`src/rtl/rf_write_arbiter_pkg.sv`:
```
`default_nettype none
// ============================================================================
// Module      : rf_write_arbiter_pkg
// Description : Shared processor definitions for the register-file write
//               arbiter: address/data widths, parameter defaults, arbiter
//               FSM encoding and a one-hot register-address helper.
// Revision    : 1.0 - initial release
// ============================================================================
package rf_write_arbiter_pkg;

    localparam int unsigned c_addr_w               = 5;
    localparam int unsigned c_data_w               = 32;
    localparam int unsigned c_num_regs             = 32;
    localparam int unsigned c_default_depth        = 2;
    localparam int unsigned c_default_starve_limit = 4;
    localparam int unsigned c_blk_cnt_w            = 4;

    typedef enum logic [1:0] {
        ST_IDLE   = 2'd0,   // FIFO empty
        ST_WAIT   = 2'd1,   // FIFO non-empty, port taken by WB
        ST_STARVE = 2'd2    // blocked too long, requesting a WB bubble
    } arb_state_t;

    // One-hot decode of a register address; r0 is never reported.
    function automatic logic [c_num_regs-1:0] reg_onehot(input logic [c_addr_w-1:0] addr);
        logic [c_num_regs-1:0] v;
        v       = '0;
        v[addr] = 1'b1;
        v[0]    = 1'b0;
        return v;
    endfunction

endpackage
`default_nettype wire

```
`src/rtl/rf_write_arbiter_fifo.sv`:
```
`default_nettype none
// ============================================================================
// Module      : rf_wr_fifo
// Description : Multi-cycle write-request FIFO. Exposes per-entry valid and
//               address vectors so the arbiter can build the pending mask.
// Ports       : clk, reset (async, active-low)
//               push/push_wa/push_wd : enqueue (ignored while full)
//               pop                  : dequeue head (ignored while empty)
//               full, empty, one_left: occupancy flags
//               head_wa, head_wd     : oldest entry
//               entry_valid/entry_wa : per-slot view of storage
// Revision    : 1.0 - initial release
// ============================================================================
module rf_wr_fifo
    import rf_write_arbiter_pkg::*;
#(
    parameter int unsigned DEPTH = c_default_depth
) (
    input  logic                            clk,
    input  logic                            reset,
    input  logic                            push,
    input  logic [c_addr_w-1:0]             push_wa,
    input  logic [c_data_w-1:0]             push_wd,
    input  logic                            pop,
    output logic                            full,
    output logic                            empty,
    output logic                            one_left,
    output logic [c_addr_w-1:0]             head_wa,
    output logic [c_data_w-1:0]             head_wd,
    output logic [DEPTH-1:0]                entry_valid,
    output logic [DEPTH-1:0][c_addr_w-1:0]  entry_wa
);

    localparam int unsigned c_ptr_w = $clog2(DEPTH);
    localparam int unsigned c_cnt_w = c_ptr_w + 1;

    logic [c_addr_w-1:0] r_wa [DEPTH];
    logic [c_data_w-1:0] r_wd [DEPTH];
    logic [c_ptr_w-1:0]  r_wr_ptr;
    logic [c_ptr_w-1:0]  r_rd_ptr;
    logic [c_cnt_w-1:0]  r_count;
    logic                w_push;
    logic                w_pop;

    assign full     = (r_count == c_cnt_w'(DEPTH));
    assign empty    = (r_count == '0);
    assign one_left = (r_count == c_cnt_w'(1));
    assign w_push   = push && !full;
    assign w_pop    = pop && !empty;
    assign head_wa  = r_wa[r_rd_ptr];
    assign head_wd  = r_wd[r_rd_ptr];

    always_ff @(posedge clk or negedge reset) begin
        if (!reset) begin
            r_wr_ptr <= '0;
            r_rd_ptr <= '0;
            r_count  <= '0;
            for (int i = 0; i < DEPTH; i++) begin
                r_wa[i] <= '0;
                r_wd[i] <= '0;
            end
        end else begin
            if (w_push) begin
                r_wa[r_wr_ptr] <= push_wa;
                r_wd[r_wr_ptr] <= push_wd;
                r_wr_ptr       <= r_wr_ptr + 1'b1;
            end
            if (w_pop) begin
                r_rd_ptr <= r_rd_ptr + 1'b1;
            end
            case ({w_push, w_pop})
                2'b10:   r_count <= r_count + 1'b1;
                2'b01:   r_count <= r_count - 1'b1;
                default: r_count <= r_count;
            endcase
        end
    end

    // A slot is live when its distance from the read pointer is below the
    // occupancy; pointer arithmetic wraps naturally since DEPTH is 2^n.
    for (genvar gi = 0; gi < DEPTH; gi++) begin : g_entry
        logic [c_ptr_w-1:0] w_offset;
        assign w_offset        = c_ptr_w'(gi) - r_rd_ptr;
        assign entry_valid[gi] = ({1'b0, w_offset} < r_count);
        assign entry_wa[gi]    = r_wa[gi];
    end

endmodule
`default_nettype wire

```
`src/rtl/rf_write_arbiter.sv`:
```
`default_nettype none
// ============================================================================
// Module      : rf_write_arbiter
// Description : Arbitrates the single register-file write port between the
//               writeback stage (always wins) and a FIFO of multi-cycle unit
//               results. Raises stall when MD results starve.
// Ports       : clk, reset (async, active-low)
//               wb_we/wb_wa/wb_wd    : writeback request, never back-pressured
//               md_valid/md_wa/md_wd : MD request, accepted when md_ready
//               md_ready             : FIFO not full
//               we/wa3/wd3           : registered register-file write port
//               pending              : registers targeted by queued MD entries
//               stall                : registered WB-bubble request
// Revision    : 1.0 - initial release
// ============================================================================
module rf_write_arbiter
    import rf_write_arbiter_pkg::*;
#(
    parameter int unsigned DEPTH        = c_default_depth,
    parameter int unsigned STARVE_LIMIT = c_default_starve_limit
) (
    input  logic                  clk,
    input  logic                  reset,
    input  logic                  wb_we,
    input  logic [c_addr_w-1:0]   wb_wa,
    input  logic [c_data_w-1:0]   wb_wd,
    input  logic                  md_valid,
    input  logic [c_addr_w-1:0]   md_wa,
    input  logic [c_data_w-1:0]   md_wd,
    output logic                  md_ready,
    output logic                  we,
    output logic [c_addr_w-1:0]   wa3,
    output logic [c_data_w-1:0]   wd3,
    output logic [c_num_regs-1:0] pending,
    output logic                  stall
);

    localparam logic [c_blk_cnt_w-1:0] c_starve_lim = c_blk_cnt_w'(STARVE_LIMIT);

    logic                           w_full;
    logic                           w_empty;
    logic                           w_one_left;
    logic [c_addr_w-1:0]            w_head_wa;
    logic [c_data_w-1:0]            w_head_wd;
    logic [DEPTH-1:0]               w_entry_valid;
    logic [DEPTH-1:0][c_addr_w-1:0] w_entry_wa;
    logic                           w_wb_eff;
    logic                           w_push;
    logic                           w_pop;
    logic                           w_drains;
    logic [c_blk_cnt_w-1:0]         w_blk_next;
    arb_state_t                     w_state_next;

    logic                           r_we;
    logic [c_addr_w-1:0]            r_wa3;
    logic [c_data_w-1:0]            r_wd3;
    logic [c_blk_cnt_w-1:0]         r_blk_cnt;
    arb_state_t                     r_state;

    // A WB write to r0 is a no-op and leaves the port free for the FIFO.
    // The pop decision uses current occupancy, so a same-cycle push into an
    // empty FIFO is never bypassed.
    assign w_wb_eff = wb_we && (wb_wa != '0);
    assign w_push   = md_valid && !w_full;
    assign w_pop    = !w_wb_eff && !w_empty;
    assign w_drains = w_pop && w_one_left && !w_push;

    assign md_ready = !w_full;
    assign we       = r_we;
    assign wa3      = r_wa3;
    assign wd3      = r_wd3;
    assign stall    = (r_state == ST_STARVE);

    rf_wr_fifo #(
        .DEPTH (DEPTH)
    ) u_fifo (
        .clk         (clk),
        .reset       (reset),
        .push        (w_push),
        .push_wa     (md_wa),
        .push_wd     (md_wd),
        .pop         (w_pop),
        .full        (w_full),
        .empty       (w_empty),
        .one_left    (w_one_left),
        .head_wa     (w_head_wa),
        .head_wd     (w_head_wd),
        .entry_valid (w_entry_valid),
        .entry_wa    (w_entry_wa)
    );

    always_comb begin
        pending = '0;
        for (int i = 0; i < DEPTH; i++) begin
            if (w_entry_valid[i]) begin
                pending = pending | reg_onehot(w_entry_wa[i]);
            end
        end
    end

    always_comb begin
        w_blk_next = r_blk_cnt;
        if (w_pop) begin
            w_blk_next = '0;
        end else if (!w_empty && (r_blk_cnt < c_starve_lim)) begin
            w_blk_next = r_blk_cnt + 1'b1;
        end
    end

    // STARVE is entered on the same edge the counter reaches the limit so
    // that stall rises after exactly STARVE_LIMIT blocked cycles.
    always_comb begin
        w_state_next = r_state;
        case (r_state)
            ST_IDLE: begin
                if (w_wb_eff && (w_push || !w_empty)) begin
                    w_state_next = (w_blk_next == c_starve_lim) ? ST_STARVE : ST_WAIT;
                end
            end
            ST_WAIT: begin
                if (w_drains) begin
                    w_state_next = ST_IDLE;
                end else if (w_blk_next == c_starve_lim) begin
                    w_state_next = ST_STARVE;
                end
            end
            ST_STARVE: begin
                if (w_drains) begin
                    w_state_next = ST_IDLE;
                end else if (w_pop) begin
                    w_state_next = ST_WAIT;
                end
            end
            default: w_state_next = ST_IDLE;
        endcase
    end

    always_ff @(posedge clk or negedge reset) begin
        if (!reset) begin
            r_state   <= ST_IDLE;
            r_blk_cnt <= '0;
            r_we      <= 1'b0;
            r_wa3     <= '0;
            r_wd3     <= '0;
        end else begin
            r_state   <= w_state_next;
            r_blk_cnt <= w_blk_next;
            r_we      <= 1'b0;
            if (w_wb_eff) begin
                r_we  <= 1'b1;
                r_wa3 <= wb_wa;
                r_wd3 <= wb_wd;
            end else if (w_pop && (w_head_wa != '0)) begin
                r_we  <= 1'b1;
                r_wa3 <= w_head_wa;
                r_wd3 <= w_head_wd;
            end
        end
    end

endmodule
`default_nettype wire

```
`config.mk`:
```
export PLATFORM = sky130hd
export DESIGN_NAME = rf_write_arbiter
export DESIGN_NICKNAME = d
export VERILOG_FILES = /design/src/rtl/rf_write_arbiter_pkg.sv /design/src/rtl/rf_write_arbiter_fifo.sv /design/src/rtl/rf_write_arbiter.sv
export SDC_FILE = /design/constraint.sdc
export NUM_CORES = 1
export LEC_CHECK = 0
export BUFFER_PORTS_ARGS = -buffer_cell sky130_fd_sc_hd__buf_2
export CORE_UTILIZATION = 44
export DETAILED_ROUTE_END_ITERATION = 16
export PLACE_DENSITY = 0.68
export SYNTH_ARGS = -nofsm -noshare
export SYNTH_HDL_FRONTEND = slang
export SYNTH_HIERARCHICAL = 1
export SYNTH_SLANG_ARGS = --single-unit
export TNS_END_PERCENT = 20
```
`constraint.sdc`:
```
create_clock -name clk -period 2.7 [get_ports clk]
set_clock_uncertainty 0.1 [all_clocks]
set_input_delay 0.135 -clock clk [delete_from_list [all_inputs] [get_ports clk]]
set_output_delay 0.135 -clock clk [all_outputs]
set_load 0.02 [all_outputs]
```
==> flow_summary.json <==
{
  "syn_nets": 577,
  "antenna_found_initial": 0,
  "grt_pass1_wl_mm": 24.6,
  "dieArea_sq_um": 14500,
  "p_int_uw": 6680,
  "grt_max_degree": 68,
  "p_sw_share_pct": 35.8,
  "placed_cell_area_sq_um": 7000,
  "synthAdderAreaFrac_pct": 1.01,
  "rsz0062_at_grt": "false",
  "worstPathMaxFanout": 9,
  "ys.flop_type": "dfrtp_1",
  "period_share_pct": 94.7,
  "synth.distinct_cells": 39,
  "via_per_inst": 5.26,
  "core_region_area_sq_um": 13500,
  "grt_pass1_vias": 5032,
  "finalWeightedCongestion": 0.779,
  "setup_violations": 0,
  "yosys_warnings": 6,
  "fin_area_sq_um": 8400,
  "rows": 42,
  "holdPathEnd": "r_blk_cnt[0]$_DFF_PN0_",
  "worst_slew_pin_slew_ps": 1090,
  "worstHoldPathCells": 3,
  "power_frac_comb_pct": 45.1,
  "power.density_nw_per_um2": 1240,
  "hold_viol": 0,
  "numCtsBuffers": 17,
  "drc": 0,
  "worstSetupPathType": "register to output pin",
  "cp.arrival_ps": 2320,
  "clk_path_buf_depth": 2,
  "timing.critical_path.cells": "inv_1 -> o21ai_0 -> or3b_2 -> o22ai_1 -> buf_2",
  "clkSinkCount": 122,
  "max_cap_viol_count": 0,
  "grt-ovfl-total": 0,
  "cp_slowest_cell": "or3b_2",
  "relSlewSlack_pct": 27.5,
  "timing.rr.start": "u_fifo/r_count[0]$_DFFE_PN0P_",
  "die_y_microns": 121,
  "period_needed_ps": 2560,
  "wirelength_mm": 14.8,
  "power.switching_uw": 3720,
  "nets": 807,
  "drtPass1Iterations": 5,
  "async_flop_share_pct": 100,
  "status": "finished, final reports clean",
  "synthXorXnorAreaFrac_pct": 0.567,
  "rrSetupSlack_ps": 330,
  "syn-cell-area_sq_um": 6180,
  "root_buffer": "clkbuf_16",
  "initialDrtViolationCount": 283,
  "drv_slew": 0,
  "htreeDepth": 4,
  "antenna_cells": 0,
  "tns_ps": 0,
  "crit_cells": 5,
  "track_usage_pct": 21.8,
  "reg2reg_to": "u_fifo/r_count[1]$_DFFE_PN0P_",
  "post_cts_buffers": 0,
  "finalPower_uw": 10400,
  "io_pins": 150,
  "synth_compound_area_share_pct": 7.99,
  "hp-class": "primary input to register",
  "ys_ff_latch": 122,
  "cp.required_ps": 2470,
  "ff2ff_path_depth": 8,
  "synth_mux_area_share_pct": 28.0,
  "max_stage_delay_ps": 590,
  "tritoncts": "yes",
  "ant_nets": 0,
  "worst-path-buf-inv": 2,
  "synth_cells": 494,
  "area_delta_synth_final_pct": 35.8,
  "synth_edf_count": 0,
  "synthSimpleGateAreaFrac_pct": 8.03,
  "seq_power_share_pct": 32.5,
  "portBuffers": 148,
  "wl_per_cell_microns": 16.2,
  "clk_latency_ps": 410,
  "drive_above_1_share_pct": 42.1,
  "die_w_microns": 121,
  "end_kind": "output pin",
  "p_leak_uw": 0.00401,
  "hold_start": "wb_we",
  "p_clk_share_pct": 22.4,
  "path_clk_slew_ps": 50,
  "ir_drop_mv": 0.536,
  "worst_path_dominant_cell_family": "simple AND/OR/NAND/NOR gates",
  "post-route-util_pct": 62.4,
  "synth_top_family_by_area": "multiplexers",
  "whs_ps": 74.0,
  "clock.fmax_mhz": 391,
  "synth-seq-area-share_pct": 49.4,
  "vias": 4805,
  "start_kind": "register",
  "start_util_pct": 46.0,
  "avgSynthCellArea_sq_um": 12.5,
  "dpl.hpwl_mm": 9.45
}
-- worst max-delay path by stage --
stage / start / endpoint / slack (ps)
finish: u_fifo/r_rd_ptr$_DFFE_PN0P_ / pending[4] / 140
global route: u_fifo/r_rd_ptr$_DFFE_PN0P_ / pending[28] / 40
CTS: u_fifo/r_rd_ptr$_DFFE_PN0P_ / pending[4] / 90
detailed placement: u_fifo/r_count[0]$_DFFE_PN0P_ / u_fifo/r_count[1]$_DFFE_PN0P_ / 330
global placement: u_fifo/r_count[0]$_DFFE_PN0P_ / u_fifo/r_count[1]$_DFFE_PN0P_ / 420
floorplan: u_fifo/r_rd_ptr$_DFFE_PN0P_ / pending[8] / 410
-- cell type report --
class / count / area (sq um)
fillers: 1096 / 5060
flip-flops and latches: 122 / 3050
multi-input cells: 338 / 2840
repair buffers: 239 / 1650
clock buffers: 26 / 499
well taps: 176 / 220
clock inverters: 6 / 110
inverters: 6 / 22.5
-- worst register-to-register path, cell delays in order, from the launching register on --
cell     delay (ps)
dfrtp_1         390
inv_1           100
ha_1            360
or3_1           380
o22ai_2         230
nor2b_1         250
ha_1            300
nand2_1          70
o21ai_0          70
-- synthesized netlist by cell type, types with 2 or more instances --
cell      number  area, sq um
xnor2_1        4         35.0
inv_1          6         22.5
nor2_1         9         33.8
buf_2          8         40.0
o21ai_0       40          200
a21oi_1        6         30.0
o31ai_1        2         15.0
mux2_2        79          890
nand3b_1      12         90.1
o22ai_1       32          200
clkbuf_1       2         7.51
buf_4          5         37.5
nand2b_1       6         37.5
nand2_1       44          165
buf_12         6          120
nor3_1         3         15.0
mux2i_1       36          360
ha_1           5         62.6
or3b_2         5         43.8
mux2_4        32          480
dfrtp_1      122         3050
nor2b_1        2         12.5
or3_1          3         18.8
buf_6          7         78.8
nand3_1        4         20.0
-- power groups by stage --
| stage | Sequential, uW | Clock, uW | Combinational [uW] |
|---|---|---|---|
| after global placement | 3300 | 0 | 4480 |
| after floorplan | 3520 | 0 | 3340 |
| after detailed placement | 3360 | 0 | 4580 |
| after CTS | 3360 | 2380 | 4690 |
| final | 3380 | 2330 | 4690 |
| after global routing | 3500 | 2480 | 5040 |
-- flip-flops by register name (all words and copies together) (netlist names), 2 cells and up --
name and flops:
u_fifo/r_wd 64, r_state 2, u_fifo/entry_wa 10, wa3 5, wd3 32, r_blk_cnt 4, u_fifo/r_count 2
-- timing repair --
item | CTS | global route
gates resized for setup | 0 | 1
endpoints found under the hold margin | 175 | 0
endpoints found under the setup margin | 0 | 3
hold buffers | 79 | 0
-- metrics by stage --
step / cells / setup WS [ps]
2_1_floorplan: 494 / 410
4_1_cts: 913 / 86.2
5_1_grt: 913 / 43.1
3_3_place_gp: 802 / 423
3_5_place_dp: 802 / 329
6_report: 913 / 144
-- cells in the final DEF (no fill, tap or decap), types with 2 or more instances in the layout --
cell	synthesis	layout
dlygate4sd3_1	0	79
or3_1	3	3
buf_2	8	147
or3b_2	5	5
nand3_1	4	4
o21ai_0	40	39
inv_1	6	6
buf_12	6	2
dfrtp_1	122	121
nor3_1	3	3
bufinv_16	0	3
o31ai_1	2	2
xnor2_1	4	4
buf_4	5	11
o22ai_1	32	32
nor2b_1	2	2
nand3b_1	12	12
a21oi_1	6	5
nand2_1	44	44
clkbuf_1	2	5
mux2_4	32	32
nand2b_1	6	6
nor2_1	9	9
clkbuf_16	0	17
clkinvlp_4	0	2
ha_1	5	5
clkbuf_8	0	4
mux2i_1	36	36
o21ai_1	1	2
mux2_2	79	79
-- cells by family (layout without fill, tap and decap cells) --
family,after synthesis,in the layout
flops,122,122
xor+xnor,4,4
fa+ha+maj,5,5
compound gates,86,86
other cells,1,1
mux,147,147
simple gates,95,95
buf+inv,34,277
-- layer usage --
| metal | vias to the layer above | share of wire, % | track usage, % |
|---|---|---|---|
| met1 | 2370 | 43 | 26.9 |
| li1 | 2256 | - | - |
| met5 | - | 0 | 0 |
| met4 | 0 | 2.1 | 8.18 |
| met3 | 34 | 4.3 | 5.71 |
| met2 | 145 | 50 | 36.7 |
Power figures use the tool's default switching activity.
